`config.mk`:
```
export PLATFORM = sky130hd
export DESIGN_NAME = div_core_arbiter_flat
export DESIGN_NICKNAME = d
export VERILOG_FILES = /design/src/rtl/div_core_arbiter_pkg.sv /design/src/rtl/div_core_arbiter_if.sv /design/src/rtl/div_core_arbiter_rr_select.sv /design/src/rtl/div_core_arbiter.sv /design/src/flat_wrapper.sv
export SDC_FILE = /design/constraint.sdc
export NUM_CORES = 1
export LEC_CHECK = 0
export BUFFER_PORTS_ARGS = -buffer_cell sky130_fd_sc_hd__buf_2
export CAP_MARGIN = 20
export CORE_AREA = 2 2 217 219
export DETAILED_ROUTE_END_ITERATION = 10
export DIE_AREA = 0 0 219 221
export GPL_TIMING_DRIVEN = 0
export PLACE_DENSITY = 0.68
export SLEW_MARGIN = 10
export SYNTH_ARGS = -nofsm -noshare
export SYNTH_HDL_FRONTEND = slang
export SYNTH_SLANG_ARGS = --single-unit
```
`constraint.sdc`:
```
create_clock -name clk -period 1.5 [get_ports clk]
set_input_delay 0.3 -clock clk [delete_from_list [all_inputs] [get_ports clk]]
set_output_delay 0.3 -clock clk [all_outputs]
set_load 0.02 [all_outputs]
```
`src/rtl/div_core_arbiter_pkg.sv`:
```
// cva5_types: shared types for the divider-core arbiter.
//   div_arb_state_t : arbiter FSM states
//   rr_next()       : round-robin pointer advance with wrap
// Width-dependent types (request index, operand pair) depend on module
// parameters, so they are declared inside the modules that use them.
package cva5_types;

    typedef enum logic {
        IDLE,
        RUN
    } div_arb_state_t;

    function automatic int unsigned rr_next(input int unsigned idx, input int unsigned n);
        return (idx + 1 >= n) ? 0 : idx + 1;
    endfunction

endpackage

```
`src/rtl/div_core_arbiter_if.sv`:
```
// div_core_arbiter_if: requester-side and core-side signals of the shared
// divider arbiter.
//   req_*  : per-port start/operands in, busy/done/result out
//   core_* : start/operands to the divider core, done/result back
// Modports:
//   slave  : the arbiter's view
//   master : the view of the surrounding requesters and divider core
interface div_core_arbiter_if #(
    parameter int unsigned NUM_REQ    = 2,
    parameter int unsigned DATA_WIDTH = 55
);
    logic [NUM_REQ-1:0]            req_start;
    logic [NUM_REQ*DATA_WIDTH-1:0] req_dividend;
    logic [NUM_REQ*DATA_WIDTH-1:0] req_divisor;
    logic [NUM_REQ-1:0]            req_busy;
    logic [NUM_REQ-1:0]            req_done;
    logic [DATA_WIDTH-1:0]         req_quotient;
    logic [DATA_WIDTH-1:0]         req_remainder;
    logic                          core_start;
    logic [DATA_WIDTH-1:0]         core_dividend;
    logic [DATA_WIDTH-1:0]         core_divisor;
    logic                          core_done;
    logic [DATA_WIDTH-1:0]         core_quotient;
    logic [DATA_WIDTH-1:0]         core_remainder;

    modport slave (
        input  req_start, req_dividend, req_divisor,
        output req_busy, req_done, req_quotient, req_remainder,
        output core_start, core_dividend, core_divisor,
        input  core_done, core_quotient, core_remainder
    );

    modport master (
        output req_start, req_dividend, req_divisor,
        input  req_busy, req_done, req_quotient, req_remainder,
        input  core_start, core_dividend, core_divisor,
        output core_done, core_quotient, core_remainder
    );
endinterface

```
`src/rtl/div_core_arbiter_rr_select.sv`:
```
// div_rr_select: combinational round-robin pick.
//   req   : request vector
//   ptr   : highest-priority index this round
//   grant : first set request at/after ptr, wrapping to 0
//   any   : at least one request set
module div_rr_select #(
    parameter int unsigned NUM_REQ = 2
) (
    input  logic [NUM_REQ-1:0]         req,
    input  logic [$clog2(NUM_REQ)-1:0] ptr,
    output logic [$clog2(NUM_REQ)-1:0] grant,
    output logic                       any
);
    localparam int unsigned IDX_W = $clog2(NUM_REQ);
    typedef logic [IDX_W-1:0] req_idx_t;

    // Two passes: first the indices at/after ptr, then the wrapped-around remainder.
    always_comb begin
        grant = '0;
        any   = 1'b0;
        for (int unsigned i = 0; i < NUM_REQ; i++) begin
            if (!any && req[i] && (i >= 32'(ptr))) begin
                any   = 1'b1;
                grant = req_idx_t'(i);
            end
        end
        for (int unsigned i = 0; i < NUM_REQ; i++) begin
            if (!any && req[i]) begin
                any   = 1'b1;
                grant = req_idx_t'(i);
            end
        end
    end
endmodule

```
`src/rtl/div_core_arbiter.sv`:
```
// div_core_arbiter: shares one iterative unsigned divider core between
// NUM_REQ requesters with round-robin arbitration.
//   clk, rst_n : clock, asynchronous active-low reset
//   bus        : div_core_arbiter_if.slave
//                req_start/req_dividend/req_divisor in, req_busy/req_done,
//                req_quotient/req_remainder out (result bus qualified by req_done);
//                core_start/core_dividend/core_divisor out,
//                core_done/core_quotient/core_remainder in.
// Each port owns a one-entry pending slot. The core runs one op at a time;
// results are registered and returned with a one-cycle req_done pulse.
// Build option: DIV_ARB_BYPASS_EN -- with the core idle and nothing pending,
// a start is forwarded to the core in the same cycle (lowest index wins).
module div_core_arbiter
    import cva5_types::*;
#(
    parameter int unsigned NUM_REQ    = 2,
    parameter int unsigned DATA_WIDTH = 55
) (
    input logic               clk,
    input logic               rst_n,
    div_core_arbiter_if.slave bus
);
    localparam int unsigned IDX_W = $clog2(NUM_REQ);
    typedef logic [IDX_W-1:0] req_idx_t;
    typedef struct packed {
        logic [DATA_WIDTH-1:0] dividend;
        logic [DATA_WIDTH-1:0] divisor;
    } div_operands_t;

    div_arb_state_t        state_q, state_d;
    logic [NUM_REQ-1:0]    pend_valid_q;
    div_operands_t         pend_ops_q [NUM_REQ];
    div_operands_t         port_ops   [NUM_REQ];
    div_operands_t         run_ops_q, launch_ops;
    req_idx_t              owner_q, rr_ptr_q, pick_idx, launch_idx, byp_idx;
    logic                  pick_any, byp_any, launch, bypass_take;
    logic [DATA_WIDTH-1:0] quot_q, rem_q;
    logic [NUM_REQ-1:0]    done_q, busy, illegal_start;

    always_comb begin
        for (int unsigned i = 0; i < NUM_REQ; i++) begin
            port_ops[i].dividend = bus.req_dividend[i*DATA_WIDTH +: DATA_WIDTH];
            port_ops[i].divisor  = bus.req_divisor[i*DATA_WIDTH +: DATA_WIDTH];
        end
    end

    div_rr_select #(.NUM_REQ(NUM_REQ)) u_rr_select (
        .req   (pend_valid_q),
        .ptr   (rr_ptr_q),
        .grant (pick_idx),
        .any   (pick_any)
    );

`ifdef DIV_ARB_BYPASS_EN
    always_comb begin
        byp_any = 1'b0;
        byp_idx = '0;
        for (int unsigned i = 0; i < NUM_REQ; i++) begin
            if (!byp_any && bus.req_start[i]) begin
                byp_any = 1'b1;
                byp_idx = req_idx_t'(i);
            end
        end
    end
`else
    assign byp_any = 1'b0;
    assign byp_idx = '0;
`endif

    always_comb begin
        state_d     = state_q;
        launch      = 1'b0;
        bypass_take = 1'b0;
        launch_idx  = pick_idx;
        launch_ops  = pend_ops_q[pick_idx];
        case (state_q)
            IDLE: begin
                if (pick_any) begin
                    launch  = 1'b1;
                    state_d = RUN;
                end else if (byp_any) begin
                    launch      = 1'b1;
                    bypass_take = 1'b1;
                    launch_idx  = byp_idx;
                    launch_ops  = port_ops[byp_idx];
                    state_d     = RUN;
                end
            end
            RUN: begin
                if (bus.core_done) begin
                    state_d = IDLE;
                end
            end
            default: state_d = IDLE;
        endcase
    end

    always_comb begin
        busy          = '0;
        illegal_start = '0;
        for (int unsigned i = 0; i < NUM_REQ; i++) begin
            busy[i] = pend_valid_q[i] || (state_q == RUN && owner_q == req_idx_t'(i));
            // The owner may restart in the cycle its op completes; the start lands in its slot.
            illegal_start[i] = bus.req_start[i] && (pend_valid_q[i] ||
                (state_q == RUN && owner_q == req_idx_t'(i) && !bus.core_done));
        end
    end

    assert property (@(posedge clk) disable iff (!rst_n) illegal_start == '0);

    always_ff @(posedge clk or negedge rst_n) begin
        if (!rst_n) begin
            state_q      <= IDLE;
            pend_valid_q <= '0;
            owner_q      <= '0;
            rr_ptr_q     <= '0;
            run_ops_q    <= '0;
            quot_q       <= '0;
            rem_q        <= '0;
            done_q       <= '0;
            for (int unsigned i = 0; i < NUM_REQ; i++) begin
                pend_ops_q[i] <= '0;
            end
        end else begin
            state_q <= state_d;
            done_q  <= '0;
            if (launch) begin
                owner_q   <= launch_idx;
                run_ops_q <= launch_ops;
                if (!bypass_take) begin
                    pend_valid_q[launch_idx] <= 1'b0;
                end
            end
            for (int unsigned i = 0; i < NUM_REQ; i++) begin
                if (bus.req_start[i] && !(bypass_take && launch_idx == req_idx_t'(i))) begin
                    pend_valid_q[i] <= 1'b1;
                    pend_ops_q[i]   <= port_ops[i];
                end
            end
            if (state_q == RUN && bus.core_done) begin
                quot_q          <= bus.core_quotient;
                rem_q           <= bus.core_remainder;
                done_q[owner_q] <= 1'b1;
                rr_ptr_q        <= req_idx_t'(rr_next(32'(owner_q), NUM_REQ));
            end
        end
    end

    // Operands come from the selected slot while launching, then from the
    // captured copy so they stay stable for the whole run.
    assign bus.core_start    = launch;
    assign bus.core_dividend = (state_q == RUN) ? run_ops_q.dividend : launch_ops.dividend;
    assign bus.core_divisor  = (state_q == RUN) ? run_ops_q.divisor  : launch_ops.divisor;
    assign bus.req_busy      = busy;
    assign bus.req_done      = done_q;
    assign bus.req_quotient  = quot_q;
    assign bus.req_remainder = rem_q;
endmodule

```
`src/flat_wrapper.sv`:
```
// flat-port wrapper written by rule: the top's interface ports become plain ports
module div_core_arbiter_flat import cva5_types::*;
#(
    parameter int unsigned NUM_REQ    = 2,
    parameter int unsigned DATA_WIDTH = 55
)
  (clk, rst_n, bus_req_start, bus_req_dividend, bus_req_divisor, bus_req_busy, bus_req_done, bus_req_quotient, bus_req_remainder, bus_core_start, bus_core_dividend, bus_core_divisor, bus_core_done, bus_core_quotient, bus_core_remainder);
  div_core_arbiter_if #(.NUM_REQ(NUM_REQ), .DATA_WIDTH(DATA_WIDTH)) bus_i ();
  input logic clk;
  input logic rst_n;
  input wire logic [$bits(bus_i.req_start)-1:0] bus_req_start;
  input wire logic [$bits(bus_i.req_dividend)-1:0] bus_req_dividend;
  input wire logic [$bits(bus_i.req_divisor)-1:0] bus_req_divisor;
  output wire logic [$bits(bus_i.req_busy)-1:0] bus_req_busy;
  output wire logic [$bits(bus_i.req_done)-1:0] bus_req_done;
  output wire logic [$bits(bus_i.req_quotient)-1:0] bus_req_quotient;
  output wire logic [$bits(bus_i.req_remainder)-1:0] bus_req_remainder;
  output wire logic [$bits(bus_i.core_start)-1:0] bus_core_start;
  output wire logic [$bits(bus_i.core_dividend)-1:0] bus_core_dividend;
  output wire logic [$bits(bus_i.core_divisor)-1:0] bus_core_divisor;
  input wire logic [$bits(bus_i.core_done)-1:0] bus_core_done;
  input wire logic [$bits(bus_i.core_quotient)-1:0] bus_core_quotient;
  input wire logic [$bits(bus_i.core_remainder)-1:0] bus_core_remainder;
  assign bus_i.req_start = bus_req_start;
  assign bus_i.req_dividend = bus_req_dividend;
  assign bus_i.req_divisor = bus_req_divisor;
  assign bus_req_busy = bus_i.req_busy;
  assign bus_req_done = bus_i.req_done;
  assign bus_req_quotient = bus_i.req_quotient;
  assign bus_req_remainder = bus_i.req_remainder;
  assign bus_core_start = bus_i.core_start;
  assign bus_core_dividend = bus_i.core_dividend;
  assign bus_core_divisor = bus_i.core_divisor;
  assign bus_i.core_done = bus_core_done;
  assign bus_i.core_quotient = bus_core_quotient;
  assign bus_i.core_remainder = bus_core_remainder;
  div_core_arbiter #(.NUM_REQ(NUM_REQ), .DATA_WIDTH(DATA_WIDTH)) u_core (.clk(clk), .rst_n(rst_n), .bus(bus_i));
endmodule
```
* After elaboration in Yosys (flattened, before gate mapping)
Index checks and enable logic that the tools add are counted.
** Word-level totals
- Bits in read-only memories :: 0
- Flip-flop bits (word level) :: 447
- Input port bits :: 335
- Output and inout port bits :: 225
- Bits in latches :: 0
- Bits in writable memories :: 0
- Memories kept :: 0
** Operators by class
- Shift operators :: 0
- Reduce and logical (&&, ||, !) cells :: 16
- Bitwise operators :: 5
- Order comparisons :: 7
- Multiply operators :: 0
- Divide/modulo/power cells :: 0
- Eq/ne operators :: 0
- Mux-type cells :: 25
- $add $sub $neg :: 1
** Operators with widths (count)
- 110-bit two-way mux :: 3
- 55-bit two-way mux :: 2
- 1-bit two-way mux :: 15
- 1-bit logical AND :: 9
- 2-bit >= comparator (second input constant) :: 2
- 1-bit by 2-bit < comparator with 1-bit output (second input constant) :: 2
- 2-bit two-way mux :: 2
- 2-bit nonzero test :: 2
- 1-bit zero test :: 3
- 1-bit by 1-bit adder with 2-bit output (second input constant) :: 1
- 2-bit AND :: 1
- 1-bit demux with 1-bit select :: 2
- 1-bit >= comparator (second input constant) :: 2
- 1-bit logical OR :: 2
- 1-bit inverter :: 2
- 1-bit inverter with 2-bit output :: 1
- 2-bit inverter :: 1
- 1-bit case mux with 2 select lines :: 1
- 1-bit >= comparator (first input constant) :: 1

* Logic depth before layout (Yosys ltp)
- Depth after elaboration :: 20
- Mapped depth :: 7
- Gate-level depth less buffers :: 3

* Modules after synthesis
From an unflattened synthesis, not the netlist that was laid out.
** Second synthesis, totals
- Cell total of the unflattened synthesis :: 1198
- Area, all modules :: 19190.9 sq um
** Modules (own cells, without submodules)
- div_core_arbiter :: cells an instance 1195, times used 1, area each 19173.4 sq um, sequential area each 11185.7 sq um
- div_rr_select :: cells an instance 3, times used 1, area each 17.5 sq um, sequential area each 0.0 sq um

* Least setup slack after synthesis
OpenSTA, ideal clock, no wires.
- Path type :: reg2out
- Start :: reg u_core.pend_valid_q[1]
- End :: out bus_core_dividend[0]
- Buffers on the path :: 3
- Data required time :: 1.200 ns
- Data arrival time :: 1.472 ns
- Stages on the path, launching flop included :: 7
- Slack :: -0.272 ns
- Cell sequence :: dfrtp_1 > buf_2 > inv_2 > buf_4 > clkbuf_1 > o21ai_0 > a31oi_1
** Between the ends
- Word-level cells in the longest chain between the ends :: 13
- Elaborated cells between the ends (all ways) :: 15
- Classes of those cells :: 9 x mux; 1 x bitwise; 5 x reduce/logical
** Ends and longest elaborated chain
- start: declaration :: line div_core_arbiter.sv:31 : logic [NUM_REQ-1:0] pend_valid_q;
- start signal: assignment :: line div_core_arbiter.sv:114 : pend_valid_q <= '0;
- start signal: indexed assignment :: line div_core_arbiter.sv:131 : pend_valid_q[launch_idx] <= 1'b0;
- start signal: indexed assignment :: line div_core_arbiter.sv:136 : pend_valid_q[i] <= 1'b1;
- 1-bit logical AND :: line div_core_arbiter_rr_select.sv:22 : if (!any && req[i] && (i >= 32'(ptr))) begin
- 1-bit two-way mux :: line div_core_arbiter_rr_select.sv:22
- 1-bit zero test :: line div_core_arbiter_rr_select.sv:28 : if (!any && req[i]) begin
- 1-bit logical AND :: line div_core_arbiter_rr_select.sv:28
- 1-bit two-way mux :: line div_core_arbiter_rr_select.sv:28
- 1-bit zero test :: line div_core_arbiter_rr_select.sv:28
- 1-bit logical AND :: line div_core_arbiter_rr_select.sv:28
- 1-bit two-way mux (*) :: line div_core_arbiter_rr_select.sv:28
- 1-bit inverter with 2-bit output (not written as such) (*) :: line div_core_arbiter.sv:75 : launch_ops = pend_ops_q[pick_idx];
- 110-bit two-way mux (not written as such) (*) (3 in series) :: line div_core_arbiter.sv:75
- 55-bit two-way mux (*) :: line div_core_arbiter.sv:152 : assign bus.core_dividend = (state_q == RUN) ? run_ops_q.dividend : launch_ops.dividend;
- end: declaration :: line flat_wrapper.sv:19 : output wire logic [$bits(bus_i.core_dividend)-1:0] bus_core_dividend;
Mark *: on every way between the ends. The rest lies on a longest branch, timed or not. The select of a mux whose other input is x is not followed.

* Worst setup path after layout
- Start :: reg u_core.rr_ptr_q
- End :: out bus_core_dividend[16]
** Between the ends
- Word-level cells in the longest chain between the ends :: 17
- Elaborated cells between the ends (all ways) :: 19
- Classes of those cells :: 1 x order compare; 10 x mux; 1 x bitwise; 7 x reduce/logical
** Ends and longest elaborated chain
- start: declaration :: line div_core_arbiter.sv:35 : req_idx_t owner_q, rr_ptr_q, pick_idx, launch_idx, byp_idx;
- start signal: assignment :: line div_core_arbiter.sv:144 : rr_ptr_q <= req_idx_t'(rr_next(32'(owner_q), NUM_REQ));
- 1-bit >= comparator (*) :: line div_core_arbiter_rr_select.sv:22
- 1-bit logical AND (*) :: line div_core_arbiter_rr_select.sv:22
- 1-bit two-way mux (*) :: line div_core_arbiter_rr_select.sv:22
- 1-bit zero test :: line div_core_arbiter_rr_select.sv:22
- 1-bit logical AND :: line div_core_arbiter_rr_select.sv:22
- 1-bit two-way mux :: line div_core_arbiter_rr_select.sv:22
- 1-bit zero test :: line div_core_arbiter_rr_select.sv:28
- 1-bit logical AND :: line div_core_arbiter_rr_select.sv:28
- 1-bit two-way mux :: line div_core_arbiter_rr_select.sv:28
- 1-bit zero test :: line div_core_arbiter_rr_select.sv:28
- 1-bit logical AND :: line div_core_arbiter_rr_select.sv:28
- 1-bit two-way mux (*) :: line div_core_arbiter_rr_select.sv:28
- 1-bit inverter with 2-bit output (not written as such) (*) :: line div_core_arbiter.sv:75
- 110-bit two-way mux (not written as such) (*) (3 in series) :: line div_core_arbiter.sv:75
- 55-bit two-way mux (*) :: line div_core_arbiter.sv:152
Marked as above.

==> flow_summary.ini <==
[synth]
yosysWarnings = 0
synth_edf_count = 0
synth_cell_type_count = 21
synthSimpleGateAreaFrac_pct = 7.410
synth_top_area_share_pct = 58.83
seq_area_frac_synth_pct = 58.83
synth_compound_gate_area_share_pct = 10.48
synth_top_family_by_area = multiplexers
ys_top_cells_by_area = dfrtp_1, mux2_2, a31oi_1
synth_most_common_cell = dfrtp_1
ys_ff_latch = 447
synthTopCellsByCount = dfrtp_1, mux2_2, nor2_1, a31oi_1, o21ai_0
ys.flop_type = dfrtp_1
mappedNetlistArea_sq_um = 19010
synthMuxAreaShare_pct = 19.54
syn_nets = 1925
avgSynthCellArea_sq_um = 11.96
synth-xor-area-share_pct = 0
yosys.area_share.adder_pct = 0
yosysTopAreaCell = dfrtp_1
synthArstFlopShare_pct = 100.0
synth_cells = 1590

[detailed_routing]
routed_wl_um = 83040
wl_per_cell_um = 25.50
drtIter0Drc = 1430
via_per_inst = 5.668
drc = 0
first_pass_iters = 5
postRouteAntennaNets = 0
vias = 18460

[clock_tree]
cts_sinks = 447
clkSlewWorstSetupHoldPaths_ps = 60
cts_tree = done
htree_num_levels = 2
root_buffer = clkbuf_16
clk_path_buf_depth = 3
clk_latency_ps = 590
cts_buffers = 49
hold_buffers = 330

[power_and_ir_drop]
swShare_pct = 34.48
powerDensity_nw_per_um2 = 1410
vdd.ir_drop.worst_v = 0.001075
p_clk_share_pct = 29.1
power_frac_seq_pct = 33.4
p_leak_uw = 0.01420
netSwitchingPower_uw = 15970
combPwrFrac_pct = 37.5
p_int_uw = 30340

[global_routing]
grt.overflow.total = 0
antenna_found_initial = 7
grt_pass1_vias = 19440
grt.total_usage_pct = 31.48
grt_pass1_wl_um = 116300
grt_max_degree = 102

[floorplanning]
die_width_um = 219
io_pins = 560
start_util_pct = 41.28
num_rows = 79
die_h_um = 221
dieArea_sq_um = 48400
core_sq_um = 46060

[cells_and_area]
multi_input_area_sq_um = 9304
fillers = 2808
stdcell_area_sq_um = 32830
regArea_sq_um = 11190
syn_to_final_growth_pct = 72.66
nNetsFinal = 2943
drive_gt1_share_pct = 54.60

[critical_path]
worstSetupEndpointType = primary output
start_kind = register
cp_data_required_time_ps = 1200
cp_max_fo = 7
worstPathArrival_ps = 2190
worstSetupPathType = register to primary output

[timing]
worst_slew_pin_slew_ps = 1062
setup_viol = 344
max_freq_mhz = 400.9
rsz0062_at_grt = yes
tns_ps = -189710
setup_slack_ps = -994.4
hold_ws_ps = -299.9
fin_crit_ps = 2494
slew_violations = 0
skew_ps = 16.44
hold_violations = 70
slew_headroom_pct = 29.20
fin_crit_sh_pct = 166.3

[placed_design]
dpl_cell_area_sq_um = 23730
portBuffers = 557
place.gp.congestion = 0.9009
dpl.hpwl_um = 48520

[hold_path]
hold_class = input port to async pin

[outcome]
violations = hold timing, setup timing
status = complete, but fails checks

[run]
maxCapViolations = 0
## routing by layer
layer | GRT usage (%) | vias to the layer above | part of all wire [%]
li1 | - | 7839 | -
met1 | 35.78 | 9315 | 36
met2 | 54.58 | 1002 | 50
met3 | 6.625 | 298 | 7.0
met4 | 17.98 | 6 | 6.5
met5 | 0 | - | 0.049
## placed cells by master (no fill, tap or decap), types with 3 or more instances in the layout
cell type	Yosys	routed
a21o_1	3	3
buf_12	0	37
clkbuf_8	0	23
buf_4	13	77
dlygate4sd3_1	0	330
mux2_2	330	319
clkinv_2	0	7
clkbuf_4	0	14
clkbuf_2	1	7
a31oi_4	0	44
a31oi_1	220	110
buf_2	60	469
o21ai_1	0	38
bufinv_16	0	9
nand3_1	110	31
clkbuf_16	0	72
o21ai_4	0	23
buf_8	0	25
o21ai_2	0	47
nand3_4	0	28
buf_6	9	82
diode_2	0	7
nor2_1	222	222
a31oi_2	0	66
dfrtp_1	447	446
clkbuf_1	52	11
mux2_4	0	11
buf_16	0	22
nand3_2	0	51
o21ai_0	113	5
## critical path, cell delays in order, from the launching register on
cell	delay, ps
dfrtp_1	400
and2b_4	330
buf_12	190
buf_8	160
o21ai_2	90
a31oi_2	240
buf_4	180
## registers in the layout (all words and copies together) (netlist names)
| signal | flops |
|---|---|
| u_core.pend_valid_q | 2 |
| u_core.rr_ptr_q | 1 |
| u_core.pend_ops_q | 220 |
| u_core.state_q | 1 |
| u_core.owner_q | 1 |
| u_core.bus.req_remainder | 55 |
| u_core.run_ops_q | 110 |
| u_core.bus.req_done | 2 |
| u_core.bus.req_quotient | 55 |
## power by group through the flow
stage          clock network (uW)  logic, uW  registers (uW)
4_1_cts                     13400      15400           15200
3_5_place_dp                    0      11600           15300
3_3_place_gp                    0      11400           15200
2_1_floorplan                   0       7040           15700
5_1_grt                     14000      18100           15600
6_report                    13500      17400           15500
## what timing repair did
item	in CTS	in global routing
cloned	22	14
resized for setup	569	216
pin swaps	61	40
setup endpoints to repair	340	348
setup buffers	23	26
endpoints found under the hold margin	400	70
## layout make-up
| cell class | count | area share (%) |
|---|---|---|
| diodes | 7 | 0.05336 |
| plain buffers | 132 | 5.001 |
| clock buffers | 68 | 4.417 |
| clock inverters | 18 | 0.9833 |
| inverters | 3 | 0.09529 |
| multi-input cells | 1005 | 28.34 |
| flip-flops and latches | 447 | 34.08 |
| well taps | 607 | 2.314 |
| repair buffers | 970 | 24.72 |
## stage by stage
step | hold slack, ps | worst slack (ps) | util (%) | power, uW | std cells
after floorplan | 4.409 | -194.6 | - | 22700 | 1590
after global placement | 439.2 | -8853 | 51.25 | 26590 | 2754
after detailed placement | 316.3 | -913.6 | 51.51 | 26960 | 2758
after CTS | -305.2 | -969.4 | 68.12 | 43980 | 3217
after global routing | -266.6 | -1040 | 71.25 | 47780 | 3254
final | -299.9 | -994.4 | 71.27 | 46300 | 3257
## cells by family (layout without fill, tap and decap cells)
logic type             count (synthesis)  after routing
flip-flops                           447            447
AO/OA/AOI/OAI                        339            339
AND/OR/NAND/NOR                      336            336
multiplexers                         330            330
buffers and inverters                138           1191
other                                  0              7
## path summary, 6_finish.rpt
| kind | startpoint | endpoint | cells past startpoint | slack, ps |
|---|---|---|---|---|
| min in group clk | bus_core_done | u_core.bus.req_quotient[36] | 4 | 320 |
| max in group asynchronous | rst_n | u_core.pend_ops_q[187] | 3 | 370 |
| setup / recovery | u_core.rr_ptr_q | bus_core_dividend[16] | 6 | -990 |
| setup reg to reg | u_core.state_q | u_core.run_ops_q[38] | 12 | -510 |
| hold reg to reg | u_core.owner_q | u_core.bus.req_done[0] | 1 | 460 |
| hold / removal | rst_n | u_core.run_ops_q[12] | 1 | -300 |
(Power assumes the default switching activity.)
